File: src/rtl/axis_pkg.sv
// Shared definitions for the AXI-Stream demux slice: default data width and demux FSM states.
package axis_pkg;

   localparam int unsigned DATA_W_DEF = 8;

   typedef enum logic {
      IDLE = 1'b0,
      PKT  = 1'b1
   } state_t;

endpackage

File: src/rtl/axis_demux_if.sv
// AXI-Stream handshake bundle (tdata/tvalid/tready/tlast) with master and slave views.
interface axis_demux_if
   import axis_pkg::*;
#(
   parameter int unsigned DATA_W = DATA_W_DEF
);

   logic [DATA_W-1:0] tdata;
   logic              tvalid;
   logic              tready;
   logic              tlast;

   modport master (output tdata, output tvalid, output tlast, input tready);
   modport slave  (input tdata, input tvalid, input tlast, output tready);

endinterface

File: src/rtl/axis_skid_buf.sv
// Two-entry AXI-Stream skid buffer: registered outputs and a registered upstream ready.
module axis_skid_buf
   import axis_pkg::*;
#(
   parameter int unsigned DATA_W = DATA_W_DEF
) (
   input  logic         clk,
   input  logic         reset_n,
   axis_demux_if.slave  s_axis,
   axis_demux_if.master m_axis
);

   logic              head_valid, head_valid_n;
   logic [DATA_W-1:0] head_data, head_data_n;
   logic              head_last, head_last_n;
   logic              skid_valid, skid_valid_n;
   logic [DATA_W-1:0] skid_data, skid_data_n;
   logic              skid_last, skid_last_n;
   logic              ready_q;
   logic              push, pop;

   assign push = s_axis.tvalid & ready_q;
   assign pop  = head_valid & m_axis.tready;

   // The head register always holds the oldest beat; the skid entry only fills while the head is stalled.
   always_comb begin
      head_valid_n = head_valid;
      head_data_n  = head_data;
      head_last_n  = head_last;
      skid_valid_n = skid_valid;
      skid_data_n  = skid_data;
      skid_last_n  = skid_last;
      if (!head_valid || pop) begin
         if (skid_valid) begin
            head_valid_n = 1'b1;
            head_data_n  = skid_data;
            head_last_n  = skid_last;
            skid_valid_n = push;
            if (push) begin
               skid_data_n = s_axis.tdata;
               skid_last_n = s_axis.tlast;
            end
         end else begin
            head_valid_n = push;
            if (push) begin
               head_data_n = s_axis.tdata;
               head_last_n = s_axis.tlast;
            end
         end
      end else if (push) begin
         skid_valid_n = 1'b1;
         skid_data_n  = s_axis.tdata;
         skid_last_n  = s_axis.tlast;
      end
   end

   always_ff @(posedge clk) begin
      if (!reset_n) begin
         head_valid <= 1'b0;
         head_data  <= '0;
         head_last  <= 1'b0;
         skid_valid <= 1'b0;
         skid_data  <= '0;
         skid_last  <= 1'b0;
         ready_q    <= 1'b0;
      end else begin
         head_valid <= head_valid_n;
         head_data  <= head_data_n;
         head_last  <= head_last_n;
         skid_valid <= skid_valid_n;
         skid_data  <= skid_data_n;
         skid_last  <= skid_last_n;
         ready_q    <= ~skid_valid_n;
      end
   end

   assign s_axis.tready = ready_q;
   assign m_axis.tvalid = head_valid;
   assign m_axis.tdata  = head_data;
   assign m_axis.tlast  = head_last;

endmodule

File: src/rtl/axis_demux.sv
// 1-to-2 AXI-Stream packet demux; destination chosen by sel at packet start and locked until tlast.
// Optional per-port completed-packet counters: define AXIS_DEMUX_PKT_CNT_EN.
module axis_demux
   import axis_pkg::*;
#(
   parameter int unsigned DATA_W = DATA_W_DEF,
   parameter int unsigned PCNT_W = 16
) (
   input  logic              clk,
   input  logic              reset_n,
   input  logic              sel,
   input  logic [DATA_W-1:0] input_tdata,
   input  logic              input_tvalid,
   output logic              input_tready,
   input  logic              input_tlast,
   output logic [DATA_W-1:0] output_tdata_0,
   output logic              output_tvalid_0,
   input  logic              output_tready_0,
   output logic              output_tlast_0,
   output logic [DATA_W-1:0] output_tdata_1,
   output logic              output_tvalid_1,
   input  logic              output_tready_1,
   output logic              output_tlast_1
`ifdef AXIS_DEMUX_PKT_CNT_EN
   ,
   output logic [PCNT_W-1:0] pkt_cnt_0,
   output logic [PCNT_W-1:0] pkt_cnt_1
`endif
);

   if (PCNT_W == 0) begin : g_pcnt_w_check
      $error("axis_demux: PCNT_W must be at least 1");
   end

   state_t state;
   logic   dest;
   logic   tgt;
   logic   accept;

   axis_demux_if #(.DATA_W(DATA_W)) buf_in_0 ();
   axis_demux_if #(.DATA_W(DATA_W)) buf_in_1 ();
   axis_demux_if #(.DATA_W(DATA_W)) buf_out_0 ();
   axis_demux_if #(.DATA_W(DATA_W)) buf_out_1 ();

   // Ready depends only on sel and registered state, never on downstream tready.
   assign tgt          = (state == IDLE) ? sel : dest;
   assign input_tready = tgt ? buf_in_1.tready : buf_in_0.tready;
   assign accept       = input_tvalid & input_tready;

   always_ff @(posedge clk) begin
      if (!reset_n) begin
         state <= IDLE;
         dest  <= 1'b0;
      end else if (accept) begin
         if (state == IDLE) begin
            dest  <= sel;
            state <= input_tlast ? IDLE : PKT;
         end else if (input_tlast) begin
            state <= IDLE;
         end
      end
   end

   assign buf_in_0.tdata  = input_tdata;
   assign buf_in_0.tlast  = input_tlast;
   assign buf_in_0.tvalid = input_tvalid & ~tgt;
   assign buf_in_1.tdata  = input_tdata;
   assign buf_in_1.tlast  = input_tlast;
   assign buf_in_1.tvalid = input_tvalid & tgt;

   axis_skid_buf #(.DATA_W(DATA_W)) u_buf_0 (
      .clk     (clk),
      .reset_n (reset_n),
      .s_axis  (buf_in_0),
      .m_axis  (buf_out_0)
   );

   axis_skid_buf #(.DATA_W(DATA_W)) u_buf_1 (
      .clk     (clk),
      .reset_n (reset_n),
      .s_axis  (buf_in_1),
      .m_axis  (buf_out_1)
   );

   assign output_tdata_0   = buf_out_0.tdata;
   assign output_tvalid_0  = buf_out_0.tvalid;
   assign output_tlast_0   = buf_out_0.tlast;
   assign buf_out_0.tready = output_tready_0;
   assign output_tdata_1   = buf_out_1.tdata;
   assign output_tvalid_1  = buf_out_1.tvalid;
   assign output_tlast_1   = buf_out_1.tlast;
   assign buf_out_1.tready = output_tready_1;

`ifdef AXIS_DEMUX_PKT_CNT_EN
   always_ff @(posedge clk) begin
      if (!reset_n) begin
         pkt_cnt_0 <= '0;
         pkt_cnt_1 <= '0;
      end else begin
         if (output_tvalid_0 && output_tready_0 && output_tlast_0)
            pkt_cnt_0 <= pkt_cnt_0 + 1'b1;
         if (output_tvalid_1 && output_tready_1 && output_tlast_1)
            pkt_cnt_1 <= pkt_cnt_1 + 1'b1;
      end
   end
`endif

endmodule
File: config.mk
export PLATFORM = sky130hd
export DESIGN_NAME = axis_demux
export DESIGN_NICKNAME = d
export VERILOG_FILES = /design/src/rtl/axis_pkg.sv /design/src/rtl/axis_demux_if.sv /design/src/rtl/axis_skid_buf.sv /design/src/rtl/axis_demux.sv
export SDC_FILE = /design/constraint.sdc
export NUM_CORES = 1
export LEC_CHECK = 0
export CORE_UTILIZATION = 33
export CTS_BUF_LIST = sky130_fd_sc_hd__clkbuf_16
export DETAILED_ROUTE_END_ITERATION = 8
export PLACE_DENSITY_LB_ADDON = 0.25
export SLEW_MARGIN = 25
export SYNTH_ARGS = -nofsm -noshare
export SYNTH_HDL_FRONTEND = slang
export SYNTH_SLANG_ARGS = --single-unit
File: constraint.sdc
create_clock -name clk -period 1.6 [get_ports clk]
set_clock_uncertainty 0.15 [all_clocks]
set_input_delay 0.24 -clock clk [delete_from_list [all_inputs] [get_ports clk]]
set_output_delay 0.24 -clock clk [all_outputs]
set_load 0.005 [all_outputs]
==> results of run 1 <==
## worst register-to-register path: cells and delay by family, from the launching register on
kind | cells | cell delay, ns
multiplexers | 1 | 0.24
AND/OR/NAND/NOR | 2 | 0.21
buffers and inverters | 2 | 0.24
adder cells (fa/ha/maj) | 1 | 0.36
flip-flops | 1 | 0.36
## where the power goes
group	internal, uW	switching (uW)
logic	177	119
registers	1130	20.8
clock network	718	386
total	2030	526
## kinds of logic after synthesis
| logic type | after synthesis |
|---|---|
| AO/OA/AOI/OAI | 27 |
| adder cells (fa/ha/maj) | 2 |
| buffers and inverters | 17 |
| flip-flops | 44 |
| multiplexers | 38 |
| AND/OR/NAND/NOR | 74 |
## placed cells by master, fill, tap and decap left out, types with 4 or more instances in the layout
master           instances
nand2_1                 55
dfxtp_1                 43
clkdlybuf4s50_1         33
mux2i_1                 27
nor2b_1                 13
mux2_2                   9
o211a_1                  9
buf_4                    8
a211oi_1                 7
clkbuf_16                5
buf_6                    4
## registers in the layout (all words and copies together), names as in the netlist, 8 cells and up
register,flops
u_buf_0.skid_data,8
u_buf_1.m_axis.tdata,8
u_buf_1.skid_data,8
u_buf_0.m_axis.tdata,8
## per-stage QoR
stage	cell area, um2	TNS [ns]	utilization	std cells	setup WS [ns]
global route	2670	-3.64	0.475	312	-0.143
CTS	2560	-0.126	0.457	309	-0.117
global placement	2400	-11.59	0.428	303	-0.386
detailed placement	2400	-12.32	0.428	303	-0.406
finish	2670	-1.83	0.475	312	-0.107
floorplan	1960	0	-	202	0.0533
## what timing repair did
item	in CTS	in global routing
resized for setup	7	20
gates cloned	0	2
hold buffers	0	0
setup buffers	0	1
setup endpoints to repair	29	42
pin swaps	0	5
## metal layers
layer	vias to the layer above	track usage
li1	768	-
met1	660	0.186
met2	29	0.192
met3	2	0.0414
met4	0	0.0491
met5	-	0
## area by class of cell
| type | instances | area share |
|---|---|---|
| timing repair buffer | 48 | 0.180 |
| tap | 72 | 0.0338 |
| clock inverter | 1 | 0.0113 |
| multi-input combinational | 142 | 0.396 |
| sequential | 44 | 0.332 |
| clock buffer | 5 | 0.0469 |
## worst max-delay path by stage
stage	start	cells after the start	end	slack (ns)
6_report	state	3	input_tready	-0.11
5_1_grt	sel	8	u_buf_1.m_axis.tdata[3]	-0.14
4_1_cts	state	3	input_tready	-0.12
3_5_place_dp	sel	4	input_tready	-0.41
2_1_floorplan	state	4	u_buf_1.skid_valid	0.05
3_3_place_gp	sel	4	input_tready	-0.39
==> impl_metrics.toml, run 1 <==
[timing]
period_minus_slack_ns = 1.71
final-hold-violation-count = 0
slew_violations = 0
setup_ws_ns = -0.107
relSlewSlack = 0.604
worst_pin_slew_ns = 0.594
max_freq_mhz = 586
rsz0062_at_grt = "yes"
fin_worst_hold_slack_ns = 0.292
setup_viol = 42
finalCritPeriodShare = 1.07

[global_route]
antenna_found_initial = 0
grt_max_degree = 63
grt_overflow = 0
grt_util_all_layers = 0.134
grt_pass1_vias = 1347
grt_pass1_wl_um = 6470

[logic_synthesis]
muxShareOfSynthArea = 0.200
ys_types = 27
synth_adder_area_share = 0.0108
synth-xor-area-share = 0
syn-num-nets = 217
synth_top_family_by_area = "multiplexers"
synth_top_area_frac = 0.449
synth.largest_area_cell = "dfxtp_1"
yosysSeqAreaShare = 0.449
synth_edf_count = 0
synth_warnings = 0
synth_common_cells = "55 x nand2_1, 44 x dfxtp_1, 28 x mux2i_1"
avgSynthCellArea_um2 = 9.71
synthSimpleGateAreaFrac = 0.169
synthTopCellsByArea = "dfxtp_1 45%, mux2i_1 14%, nand2_1 11%"
synth_ff_type = "dfxtp_1"
synthesis.area_um2 = 1960
ys_ff_latch = 44
synthArstFlopShare = 0
syn_inst = 202
yosysMostFrequentCell = "nand2_1"
synth_compound_area_frac = 0.117

[detailed_routing]
wl_met2_um = 1750
dr_wl_met3_um = 145
remaining_drc_errors = 0
drtIter0Drc = 59
post_drt_via_cell_ratio = 4.68
ant_nets = 0
firstDrtPassIters = 4
vias = 1459
routed_wirelength_um = 4060
top_layer_used = "met4"
wl_met1_um = 2120
post_drt_wl_per_cell_um = 13.0

[clock_tree]
cts_tree = "built"
cts_buffers = 5
clock-sinks = 44
clk_latency_ns = 0.28
clockRootBuffer = "clkbuf_16"
cts_buffer_depth = 2
cts.clk_slew.worst_paths_ns = 0.06
h-tree-depth = 2

[worst_hold_path]
min_to = "state"
hold_path.class = "in -> reg"
min_path_cells = 3
min_from = "reset_n"

[placement]
hpwlAfterDp_um = 2550
port_buffers = 35
routabilityCongestion = 0.705

[worst_setup_path]
path_class = "reg -> out"
cp-end-kind = "output port"
path_max_fanout = 2
r2r-end = "u_buf_1.skid_valid"
cp.arrival_ns = 1.32
crit_chain = "mux2i_4 -> mux2_4 -> buf_6"
path_buf_inv = 1
worst-r2r-setup-slack_ns = -0.08
r2r_cells = 6
critPathLaunchType = "flip-flop"
crit_required_ns = 1.21
crit_family = "multiplexers"
max_stage_delay_ns = 0.36
cpMaxStageDelayCell = "dfxtp_4"
reg2reg_from = "state"

[floorplan]
std_cell_rows = 27
die_x_um = 79.1
start_util = 0.350
io_pins = 36
die_y_um = 79.1
coreArea_um2 = 5610
dieArea_um2 = 6250

[cells_and_area]
nFillCells = 545
final_layout_size_suffix_gt1_frac = 0.183
register_area_um2 = 885
n_antenna_cell = 0
multiInputGateArea_um2 = 1050
nets = 256
area_growth_pct = 35.9

[run_status]
violations = "setup timing"
outcome = "finished with violations"

[power]
power.total_uw = 2550
power_density_nw_per_um2 = 958
p_leak_uw = 0.00120
ir_worst_vdd_mv = 0.411

[run]
maxCapViolations = 0
(Power assumes the default switching activity.)
==> run 2, diff against run 1 <==
--- a/config.mk
+++ b/config.mk
@@ -9,6 +9,7 @@
 export CTS_BUF_LIST = sky130_fd_sc_hd__clkbuf_16
 export DETAILED_ROUTE_END_ITERATION = 8
 export PLACE_DENSITY_LB_ADDON = 0.25
+export SETUP_SLACK_MARGIN = 0.02
 export SLEW_MARGIN = 25
 export SYNTH_ARGS = -nofsm -noshare
 export SYNTH_HDL_FRONTEND = slang
==> impl_metrics.toml, run 2 (synthesized netlist as in run 1, its figures left out) <==
[cells_and_area]
nets = 257
area_growth_pct = 37.7
layout_common_cells = "55 x nand2_1, 43 x dfxtp_1, 33 x clkdlybuf4s50_1, 27 x mux2i_1, 13 x nor2b_1"
final_common_cell = "nand2_1"
nFillCells = 542
final_layout_size_suffix_gt1_frac = 0.191
final_area_um2 = 2700
n_antenna_cell = 0

[worst_setup_path]
r2r-end = "u_buf_0.skid_valid"
crit_required_ns = 1.63
reg2reg_from = "state"
worst-r2r-setup-slack_ns = -0.12
path_max_fanout = 4
critPathLaunchType = "primary input"
cp.arrival_ns = 1.77
crit_path_start = "sel"
cp-end-kind = "flip-flop"
critPathCapture = "u_buf_0.skid_valid"
path_class = "in -> reg"
r2r_cells = 6

[detailed_routing]
wl_met2_um = 1770
vias = 1454
wl_met1_um = 2150
firstDrtPassIters = 4
remaining_drc_errors = 0
routed_wirelength_um = 4110
dr_wl_met3_um = 147
ant_nets = 0
drtIter0Drc = 69
post_drt_via_cell_ratio = 4.65
post_drt_wl_per_cell_um = 13.1
top_layer_used = "met4"

[timing]
setup_viol = 43
period_minus_slack_ns = 1.74
relSlewSlack = 0.631
fin_tns_setup_ns = -2.41
final-hold-violation-count = 0
setup_ws_ns = -0.141
max_freq_mhz = 574
finalCritPeriodShare = 1.09
worst_pin_slew_ns = 0.553
slew_violations = 0
rsz0062_at_grt = "yes"

[placement]
routabilityCongestion = 0.705
place_ws_ns = -0.406
port_buffers = 35
hpwlAfterDp_um = 2550
place_area_um2 = 2400

[power]
power_density_nw_per_um2 = 951
power.total_uw = 2570
p_leak_uw = 0.00120
ir_worst_vdd_mv = 0.412

[worst_hold_path]
hold_path.class = "in -> reg"

[run_status]
outcome = "finished with violations"
violations = "setup timing"

[global_route]
grt_max_degree = 63
grt_util_all_layers = 0.136
grt_pass1_wl_um = 6570
grt_overflow = 0
antenna_found_initial = 0
grt_pass1_vias = 1354

[clock_tree]
clk_latency_ns = 0.28
cts_buffers = 5
clock-sinks = 44
h-tree-depth = 2
cts.clk_slew.worst_paths_ns = 0.06
cts_buffer_depth = 2
cts_tree = "built"
clockRootBuffer = "clkbuf_16"
hold_buffers = 0

[floorplan]
coreArea_um2 = 5610
std_cell_rows = 27
dieArea_um2 = 6250
io_pins = 36
start_util = 0.350
die_x_um = 79.1
die_y_um = 79.1

[run]
maxCapViolations = 0
run 2: per-layer routing:
metal / GRT usage / vias to the layer above
met5: 0 / -
met4: 0.0491 / 0
met3: 0.0414 / 2
met2: 0.198 / 27
met1: 0.188 / 653
li1: - / 772
run 2: worst min path at each step:
| stage | from | slack [ns] | cells past startpoint | endpoint |
|---|---|---|---|---|
| detailed placement | u_buf_1.m_axis.tdata[0] | 0.30 | 2 | u_buf_1.m_axis.tdata[0] |
| global placement | u_buf_1.skid_data[1] | 0.29 | 2 | u_buf_1.skid_data[1] |
| global route | reset_n | 0.30 | 3 | u_buf_1.m_axis.tvalid |
| CTS | reset_n | 0.29 | 3 | state |
| floorplan | input_tdata[0] | 0.25 | 2 | u_buf_0.skid_data[0] |
| finish | reset_n | 0.29 | 3 | state |
run 2: power breakdown:
part	leakage [uW]	internal (uW)	switching, uW
Clock	0.0000757	718	390
Sequential	0.000358	1130	20.8
Combinational	0.000767	184	123
Total	0.00120	2030	533
run 2: layout make-up:
type,instances,area [um2],share of cell area
clock buffers,5,125,0.0463
clock inverters,1,30.0,0.0111
multi-input cells,143,1070,0.398
flip-flops and latches,44,885,0.328
well taps,72,90.1,0.0334
repair buffers,48,497,0.184
run 2: what timing repair did:
action | in CTS | in global routing
hold endpoints to repair | 0 | 0
resized for setup | 10 | 18
setup endpoints to repair | 31 | 44
buffers inserted | 0 | 2
gates cloned | 0 | 2
pin swaps | 0 | 2
run 2: worst max-delay path, stage by stage:
cell             delay [ns]
clkdlybuf4s50_1        0.51
mux2i_4                0.09
buf_4                  0.14
buf_6                  0.12
and3_4                 0.21
maj3_2                 0.31
and2_1                 0.15
run 2: through the flow:
stage | hold slack, ns | utilization | instances
2_1_floorplan | 0.251 | - | 202
3_3_place_gp | 0.292 | 0.428 | 303
3_5_place_dp | 0.301 | 0.428 | 303
4_1_cts | 0.289 | 0.458 | 309
5_1_grt | 0.301 | 0.481 | 313
6_report | 0.288 | 0.481 | 313
